==> src/rtl/kypd_pkg.sv <==
// Shared types and constants for the 4x4 Pmod keypad scanner.
//   KEYMAP        : hex legend indexed by {row, col} (row * 4 + col)
//   kypd_class_e  : classification of one full scan (none / single / multi)
//   scan_state_e  : column-scan FSM states
//   scan_result_t : class plus key code (code is 0 unless class is single)
//   classify()    : popcount and encode a 16-bit scan vector
package kypd_pkg;

  typedef enum logic [1:0] {
    CLS_NONE,
    CLS_SINGLE,
    CLS_MULTI
  } kypd_class_e;

  typedef enum logic [1:0] {
    ST_SETTLE,
    ST_SAMPLE,
    ST_EVAL
  } scan_state_e;

  typedef struct packed {
    kypd_class_e cls;
    logic [3:0]  code;
  } scan_result_t;

  // KYPD legend: r0: 1 2 3 A, r1: 4 5 6 B, r2: 7 8 9 C, r3: 0 F E D
  localparam logic [3:0] KEYMAP [16] = '{
    4'h1, 4'h2, 4'h3, 4'hA,
    4'h4, 4'h5, 4'h6, 4'hB,
    4'h7, 4'h8, 4'h9, 4'hC,
    4'h0, 4'hF, 4'hE, 4'hD
  };

  // Scan vector bit 4*c + r holds key (r, c); the keymap wants r*4 + c,
  // so the two 2-bit halves of the bit index are swapped.
  function automatic scan_result_t classify(input logic [15:0] vec);
    scan_result_t res;
    logic [4:0]   cnt;
    logic [3:0]   code;
    cnt  = '0;
    code = '0;
    for (int i = 0; i < 16; i++) begin
      if (vec[i]) begin
        cnt  = cnt + 5'd1;
        code = KEYMAP[{i[1:0], i[3:2]}];
      end
    end
    if (cnt == 5'd0) begin
      res.cls  = CLS_NONE;
      res.code = '0;
    end else if (cnt == 5'd1) begin
      res.cls  = CLS_SINGLE;
      res.code = code;
    end else begin
      res.cls  = CLS_MULTI;
      res.code = '0;
    end
    return res;
  endfunction

endpackage

==> src/rtl/kypd_scanner_if.sv <==
// Key-event bus from the keypad scanner to its consumer.
//   key_code  : hex legend of the last accepted key
//   key_valid : one-cycle strobe, a new key was accepted
//   key_down  : a single debounced key is held
//   multi     : more than one key is stably pressed
// master = scanner (drives), slave = consumer (reads).
interface kypd_scanner_if;
  logic [3:0] key_code;
  logic       key_valid;
  logic       key_down;
  logic       multi;

  modport master (output key_code, output key_valid, output key_down, output multi);
  modport slave  (input  key_code, input  key_valid, input  key_down, input  multi);
endinterface

==> src/rtl/sync_2ff.sv <==
// Parameterized-width two-flop synchronizer for asynchronous board inputs.
// Resets to all ones, matching idle pulled-up inputs.
//   clk, rst_n : clock, synchronous active-low reset
//   d          : asynchronous input
//   q          : synchronized output
module sync_2ff #(
  parameter int WIDTH = 1
) (
  input  logic             clk,
  input  logic             rst_n,
  input  logic [WIDTH-1:0] d,
  output logic [WIDTH-1:0] q
);

  logic [WIDTH-1:0] meta;

  // NOTE: sequential state uses non-blocking assignments so every flop
  // samples the pre-edge value of its source; blocking here would collapse
  // the two stages into one.
  always_ff @(posedge clk) begin
    if (!rst_n) begin
      meta <= '1;
      q    <= '1;
    end else begin
      meta <= d;
      q    <= meta;
    end
  end

endmodule

==> src/rtl/kypd_scanner.sv <==
// 4x4 keypad scanner: drives one column low at a time, samples the rows,
// debounces complete scans and reports single key presses.
//   clk, rst_n : clock, synchronous active-low reset
//   row        : keypad rows, active-low, asynchronous
//   col        : column drive, active-low, exactly one bit low
//   key_if     : key_code / key_valid / key_down / multi
module kypd_scanner
  import kypd_pkg::*;
#(
  parameter int SETTLE_CYCLES  = 1000,
  parameter int DEBOUNCE_SCANS = 4
) (
  input  logic               clk,
  input  logic               rst_n,
  input  logic [3:0]         row,
  output logic [3:0]         col,
  kypd_scanner_if.master     key_if
);

  localparam int CW = $clog2(SETTLE_CYCLES);
  localparam int SW = $clog2(DEBOUNCE_SCANS + 1);
  localparam logic [CW-1:0] CNT_PRE_SAMPLE = CW'(SETTLE_CYCLES - 2);
  localparam logic [SW-1:0] STABLE_MAX     = SW'(DEBOUNCE_SCANS);

  logic [3:0]   row_s;
  scan_state_e  state_q, state_d;
  logic [CW-1:0] cnt_q, cnt_d;
  logic [1:0]   col_idx_q, col_idx_d;
  logic [15:0]  scan_q, scan_d;

  scan_result_t cur, prev_q;
  logic [SW-1:0] stable_q, stable_d;
  logic [3:0]   key_code_q;
  logic         key_valid_q, key_down_q, multi_q;

  sync_2ff #(.WIDTH(4)) u_row_sync (
    .clk   (clk),
    .rst_n (rst_n),
    .d     (row),
    .q     (row_s)
  );

  // The EVAL cycle is also the first cycle of the column-0 window, so the
  // scan period stays exactly 4 * SETTLE_CYCLES.
  // NOTE: every signal written here gets a default first, so no path
  // leaves one unassigned and no latch is inferred.
  always_comb begin
    state_d   = state_q;
    cnt_d     = cnt_q + 1'b1;
    col_idx_d = col_idx_q;
    scan_d    = scan_q;
    unique case (state_q)
      ST_SETTLE, ST_EVAL: begin
        state_d = (cnt_q == CNT_PRE_SAMPLE) ? ST_SAMPLE : ST_SETTLE;
      end
      ST_SAMPLE: begin
        scan_d[{col_idx_q, 2'b00} +: 4] = ~row_s;
        cnt_d     = '0;
        col_idx_d = col_idx_q + 2'd1;
        state_d   = (col_idx_q == 2'd3) ? ST_EVAL : ST_SETTLE;
      end
      default: state_d = ST_SETTLE;
    endcase
  end

  // NOTE: the scan vector is reset as well, although each scan overwrites
  // all 16 bits, so nothing downstream can ever see X after reset.
  always_ff @(posedge clk) begin
    if (!rst_n) begin
      state_q   <= ST_SETTLE;
      cnt_q     <= '0;
      col_idx_q <= '0;
      scan_q    <= '0;
      col       <= 4'b1110;
    end else begin
      state_q   <= state_d;
      cnt_q     <= cnt_d;
      col_idx_q <= col_idx_d;
      scan_q    <= scan_d;
      col       <= ~(4'b0001 << col_idx_d);
    end
  end

  assign cur = classify(scan_q);

  // Stable counter saturates at DEBOUNCE_SCANS; any change restarts at 1.
  always_comb begin
    if (cur == prev_q) begin
      stable_d = (stable_q == STABLE_MAX) ? stable_q : stable_q + 1'b1;
    end else begin
      stable_d = SW'(1);
    end
  end

  always_ff @(posedge clk) begin
    if (!rst_n) begin
      prev_q      <= '{cls: CLS_NONE, code: 4'h0};
      stable_q    <= '0;
      key_code_q  <= '0;
      key_valid_q <= 1'b0;
      key_down_q  <= 1'b0;
      multi_q     <= 1'b0;
    end else begin
      key_valid_q <= 1'b0;
      if (state_q == ST_EVAL) begin
        prev_q   <= cur;
        stable_q <= stable_d;
        if (stable_d == STABLE_MAX) begin
          unique case (cur.cls)
            CLS_SINGLE: begin
              // A held key reports once; a different key (roll) reports again.
              if (!key_down_q || key_code_q != cur.code) begin
                key_code_q  <= cur.code;
                key_valid_q <= 1'b1;
              end
              key_down_q <= 1'b1;
              multi_q    <= 1'b0;
            end
            CLS_MULTI: begin
              key_down_q <= 1'b0;
              multi_q    <= 1'b1;
            end
            default: begin
              key_down_q <= 1'b0;
              multi_q    <= 1'b0;
            end
          endcase
        end
      end
    end
  end

  assign key_if.key_code  = key_code_q;
  assign key_if.key_valid = key_valid_q;
  assign key_if.key_down  = key_down_q;
  assign key_if.multi     = multi_q;

endmodule

==> src/flat_wrapper.sv <==
// flat-port wrapper written by rule: the top's interface ports become plain ports
module kypd_scanner_flat import kypd_pkg::*;
#(
  parameter int SETTLE_CYCLES  = 1000,
  parameter int DEBOUNCE_SCANS = 4
)
  (clk, rst_n, row, col, key_if_key_code, key_if_key_valid, key_if_key_down, key_if_multi);
  kypd_scanner_if key_if_i ();
  input  logic clk;
  input  logic rst_n;
  input  logic [3:0] row;
  output logic [3:0] col;
  output wire logic [$bits(key_if_i.key_code)-1:0] key_if_key_code;
  output wire logic [$bits(key_if_i.key_valid)-1:0] key_if_key_valid;
  output wire logic [$bits(key_if_i.key_down)-1:0] key_if_key_down;
  output wire logic [$bits(key_if_i.multi)-1:0] key_if_multi;
  assign key_if_key_code = key_if_i.key_code;
  assign key_if_key_valid = key_if_i.key_valid;
  assign key_if_key_down = key_if_i.key_down;
  assign key_if_multi = key_if_i.multi;
  kypd_scanner #(.SETTLE_CYCLES(SETTLE_CYCLES), .DEBOUNCE_SCANS(DEBOUNCE_SCANS)) u_core (.clk(clk), .rst_n(rst_n), .row(row), .col(col), .key_if(key_if_i));
endmodule
==> config.mk <==
export PLATFORM = sky130hd
export DESIGN_NAME = kypd_scanner_flat
export DESIGN_NICKNAME = d
export VERILOG_FILES = /design/src/rtl/kypd_pkg.sv /design/src/rtl/kypd_scanner_if.sv /design/src/rtl/sync_2ff.sv /design/src/rtl/kypd_scanner.sv /design/src/flat_wrapper.sv
export SDC_FILE = /design/constraint.sdc
export NUM_CORES = 1
export LEC_CHECK = 0
export BUFFER_PORTS_ARGS = -buffer_cell sky130_fd_sc_hd__buf_2
export CORE_MARGIN = 2
export CORE_UTILIZATION = 50
export DETAILED_ROUTE_END_ITERATION = 6
export PLACE_DENSITY = 0.67
export SETUP_SLACK_MARGIN = 0.05
export SLEW_MARGIN = 10
export SYNTH_ARGS = -nofsm -noshare
export SYNTH_HDL_FRONTEND = slang
export SYNTH_SLANG_ARGS = --single-unit
==> constraint.sdc <==
create_clock -name clk -period 28.1 [get_ports clk]
set_input_delay 2.81 -clock clk [delete_from_list [all_inputs] [get_ports clk]]
set_output_delay 2.81 -clock clk [all_outputs]
set_load 0.1 [all_outputs]
==> results.sh <==
export IMPL_multi_input_area_sq_um=3042
export IMPL_critPathSlowestCell="a2111oi_4"
export IMPL_via_per_inst=5.486
export IMPL_ys_warn_count=0
export IMPL_ctsHoldBuffers=0
export IMPL_cp_arrival_ns=10.58
export IMPL_cts_buffer_depth=2
export IMPL_synth_top_family_by_area="simple AND/OR/NAND/NOR gates"
export IMPL_antenna_found_initial=0
export IMPL_syn_area_sq_um=4383
export IMPL_synth_seq_cells=58
export IMPL_die_area_sq_um=9531
export IMPL_required_ns=28.36
export IMPL_clkTransAtPathRegs_ns=0.06
export IMPL_setup_viol=0
export IMPL_min_delay_path_class="reg -> reg"
export IMPL_maxSlewHeadroom=0.3869
export IMPL_hold_ws_ns=0.4048
export IMPL_power_density_nw_per_um2=32.11
export IMPL_grt_max_degree=30
export IMPL_hold_viol_final=0
export IMPL_grtUsageTotal=0.1911
export IMPL_async_flop_share=0
export IMPL_ys_types=71
export IMPL_wire_per_inst_um=12.88
export IMPL_drt_iter0_drc=89
export IMPL_cts_tree="done"
export IMPL_synth_ff_type="dfxtp_1"
export IMPL_clockRootBuffer="clkbuf_8"
export IMPL_rows=34
export IMPL_diodes=0
export IMPL_post_route_drc_count=0
export IMPL_first_global_vias=3655
export IMPL_num_vias=3648
export IMPL_synth_adder_area_share=0.07365
export IMPL_syn_avg_cell_area_sq_um=7.984
export IMPL_regArea_sq_um=1161
export IMPL_rsz0062_at_grt="no"
export IMPL_fin_crit_ns=10.31
export IMPL_wirelength_mm=8.563
export IMPL_slew_violations=0
export IMPL_syn_nets=580
export IMPL_dp_hpwl_mm=6.455
export IMPL_dr_pass1_iters=6
export IMPL_worstSetupPathType="reg -> reg"
export IMPL_mostFrequentLayoutCell="nor2_1"
export IMPL_synth_edf_count=0
export IMPL_fillerInstances=794
export IMPL_die_w_um=97.63
export IMPL_maxCapViolations=0
export IMPL_cpPeakStageDelay_ns=0.42
export IMPL_core_area_sq_um=8593
export IMPL_tns_ns=0
export IMPL_drive_gt1_frac=0.1131
export IMPL_die_h_um=97.63
export IMPL_p_leak_nw=1.858
export IMPL_insertion_delay_ns=0.34
export IMPL_portBuffers=16
export IMPL_postCtsSetupBuffers=0
export IMPL_yosys_area_share_xor_xnor=0.1493
export IMPL_grt_pass1_wl_mm=15.49
export IMPL_tightest_slew_ns=0.9118
export IMPL_status="finished, final reports clean"
export IMPL_total_power_uw=149.5
export IMPL_fin_skew_ns=0.007387
export IMPL_peakVddDrop_mv=0.04629
export IMPL_seq_area_frac_synth=0.2649
export IMPL_pin_count=17
export IMPL_gp_congestion=0.7894
export IMPL_syn_inst=549
export IMPL_cts_inserted_buffers=9
export IMPL_synth_simple_gate_area_frac=0.2598
export IMPL_layout_common_cells="nor2_1, nand2_1, dfxtp_1"
export IMPL_start_kind="flip-flop"
export IMPL_path_max_fanout=7
export IMPL_clock_sinks=58
export IMPL_initial_core_util=0.5100
export IMPL_max_freq_mhz=96.95
export IMPL_ant_nets=0
export IMPL_synthMuxAreaShare=0.04482
export IMPL_worstSetupEndpointType="flip-flop"
export IMPL_synth_compound_area_frac=0.1664
export IMPL_htree_levels=3
export IMPL_fin_nets=584
export IMPL_ctsResizeCount=0
export IMPL_area_delta_synth_final_pct=6.223
export IMPL_grt_overflow=0
export IMPL_fin_crit_sh=0.3671
export IMPL_worst_path_most_repeated_cell="ha_1"
## registers in the layout (all words and copies together) (netlist names), 2 cells and up
name,count
u_core.cnt_q,10
u_core.col,4
u_core.col_idx_q,2
u_core.key_if.key_code,4
u_core.prev_q,6
u_core.scan_q,16
u_core.stable_q,3
u_core.state_q,2
u_core.u_row_sync.meta,4
u_core.u_row_sync.q,4
## final cells by class
type	count	area share
multi-input cells	447	0.6533
flip-flops and latches	58	0.2494
well taps	108	0.02902
clock buffers	9	0.02661
repair buffers	16	0.01720
inverters	21	0.01693
clock inverters	6	0.007525
## Yosys cell counts, types with 10 or more instances
library cell,n,area (sq um)
a21oi_1,43,215.2
clkbuf_1,15,56.30
dfxtp_1,58,1161
ha_1,25,312.8
inv_1,20,75.07
mux2i_1,10,100.1
nand2_1,62,232.7
nand2b_1,13,81.33
nand3_1,22,110.1
nor2_1,80,300.3
nor3_1,11,55.05
o21ai_0,16,80.08
xnor2_1,22,192.7
xor2_1,17,148.9
## final timing paths
path                            cells past startpoint                     end  slack, ns                 startpoint
worst min register to register                      1  u_core.u_row_sync.q[2]       0.40  u_core.u_row_sync.meta[2]
worst max-delay path                               49     u_core.key_if.multi      17.79           u_core.scan_q[1]
worst max register to register                     49     u_core.key_if.multi      17.79           u_core.scan_q[1]
worst min-delay path                                1  u_core.u_row_sync.q[2]       0.40  u_core.u_row_sync.meta[2]
## layer usage
layer	wire length, um	track usage	up-vias
met4	138	0.07372	0
met5	0	0	-
met3	197	0.02662	12
li1	-	-	1911
met2	3976	0.3289	42
met1	4251	0.2420	1683
## critical path: cells and delay by family, from the launching register on
kind            cells  cell delay, ns
mux                 8            1.90
compound gates      9            1.76
flops               1            0.37
buf+inv             3            0.22
simple gates       13            1.39
fa+ha+maj          14            4.22
xor+xnor            2            0.42
## through the flow
step           std cells    util  instance area, sq um  setup WS (ns)
2_1_floorplan        549       -                  4383          18.69
3_3_place_gp         650  0.5233                  4497          18.26
3_5_place_dp         650  0.5233                  4497          17.83
4_1_cts              665  0.5418                  4656          17.78
5_1_grt              665  0.5418                  4656          16.82
6_report             665  0.5418                  4656          17.79
## report_power, final
part | internal, mW | switching, mW
clock network | 0.0307 | 0.0321
logic | 0.000986 | 0.00180
registers | 0.0831 | 0.000793
## kinds of logic (layout without fill, tap and decap cells)
logic type                 after synthesis  after routing
DFF                                     58             58
and+or+nand+nor                        241            241
xor gates and xnor gates                54             54
buffers and inverters                   44             52
muxes                                   17             17
adders and majority gates               26             26
AOI/OAI and AO/OA                      109            109
No activity file was read; power rests on OpenSTA's default activity.
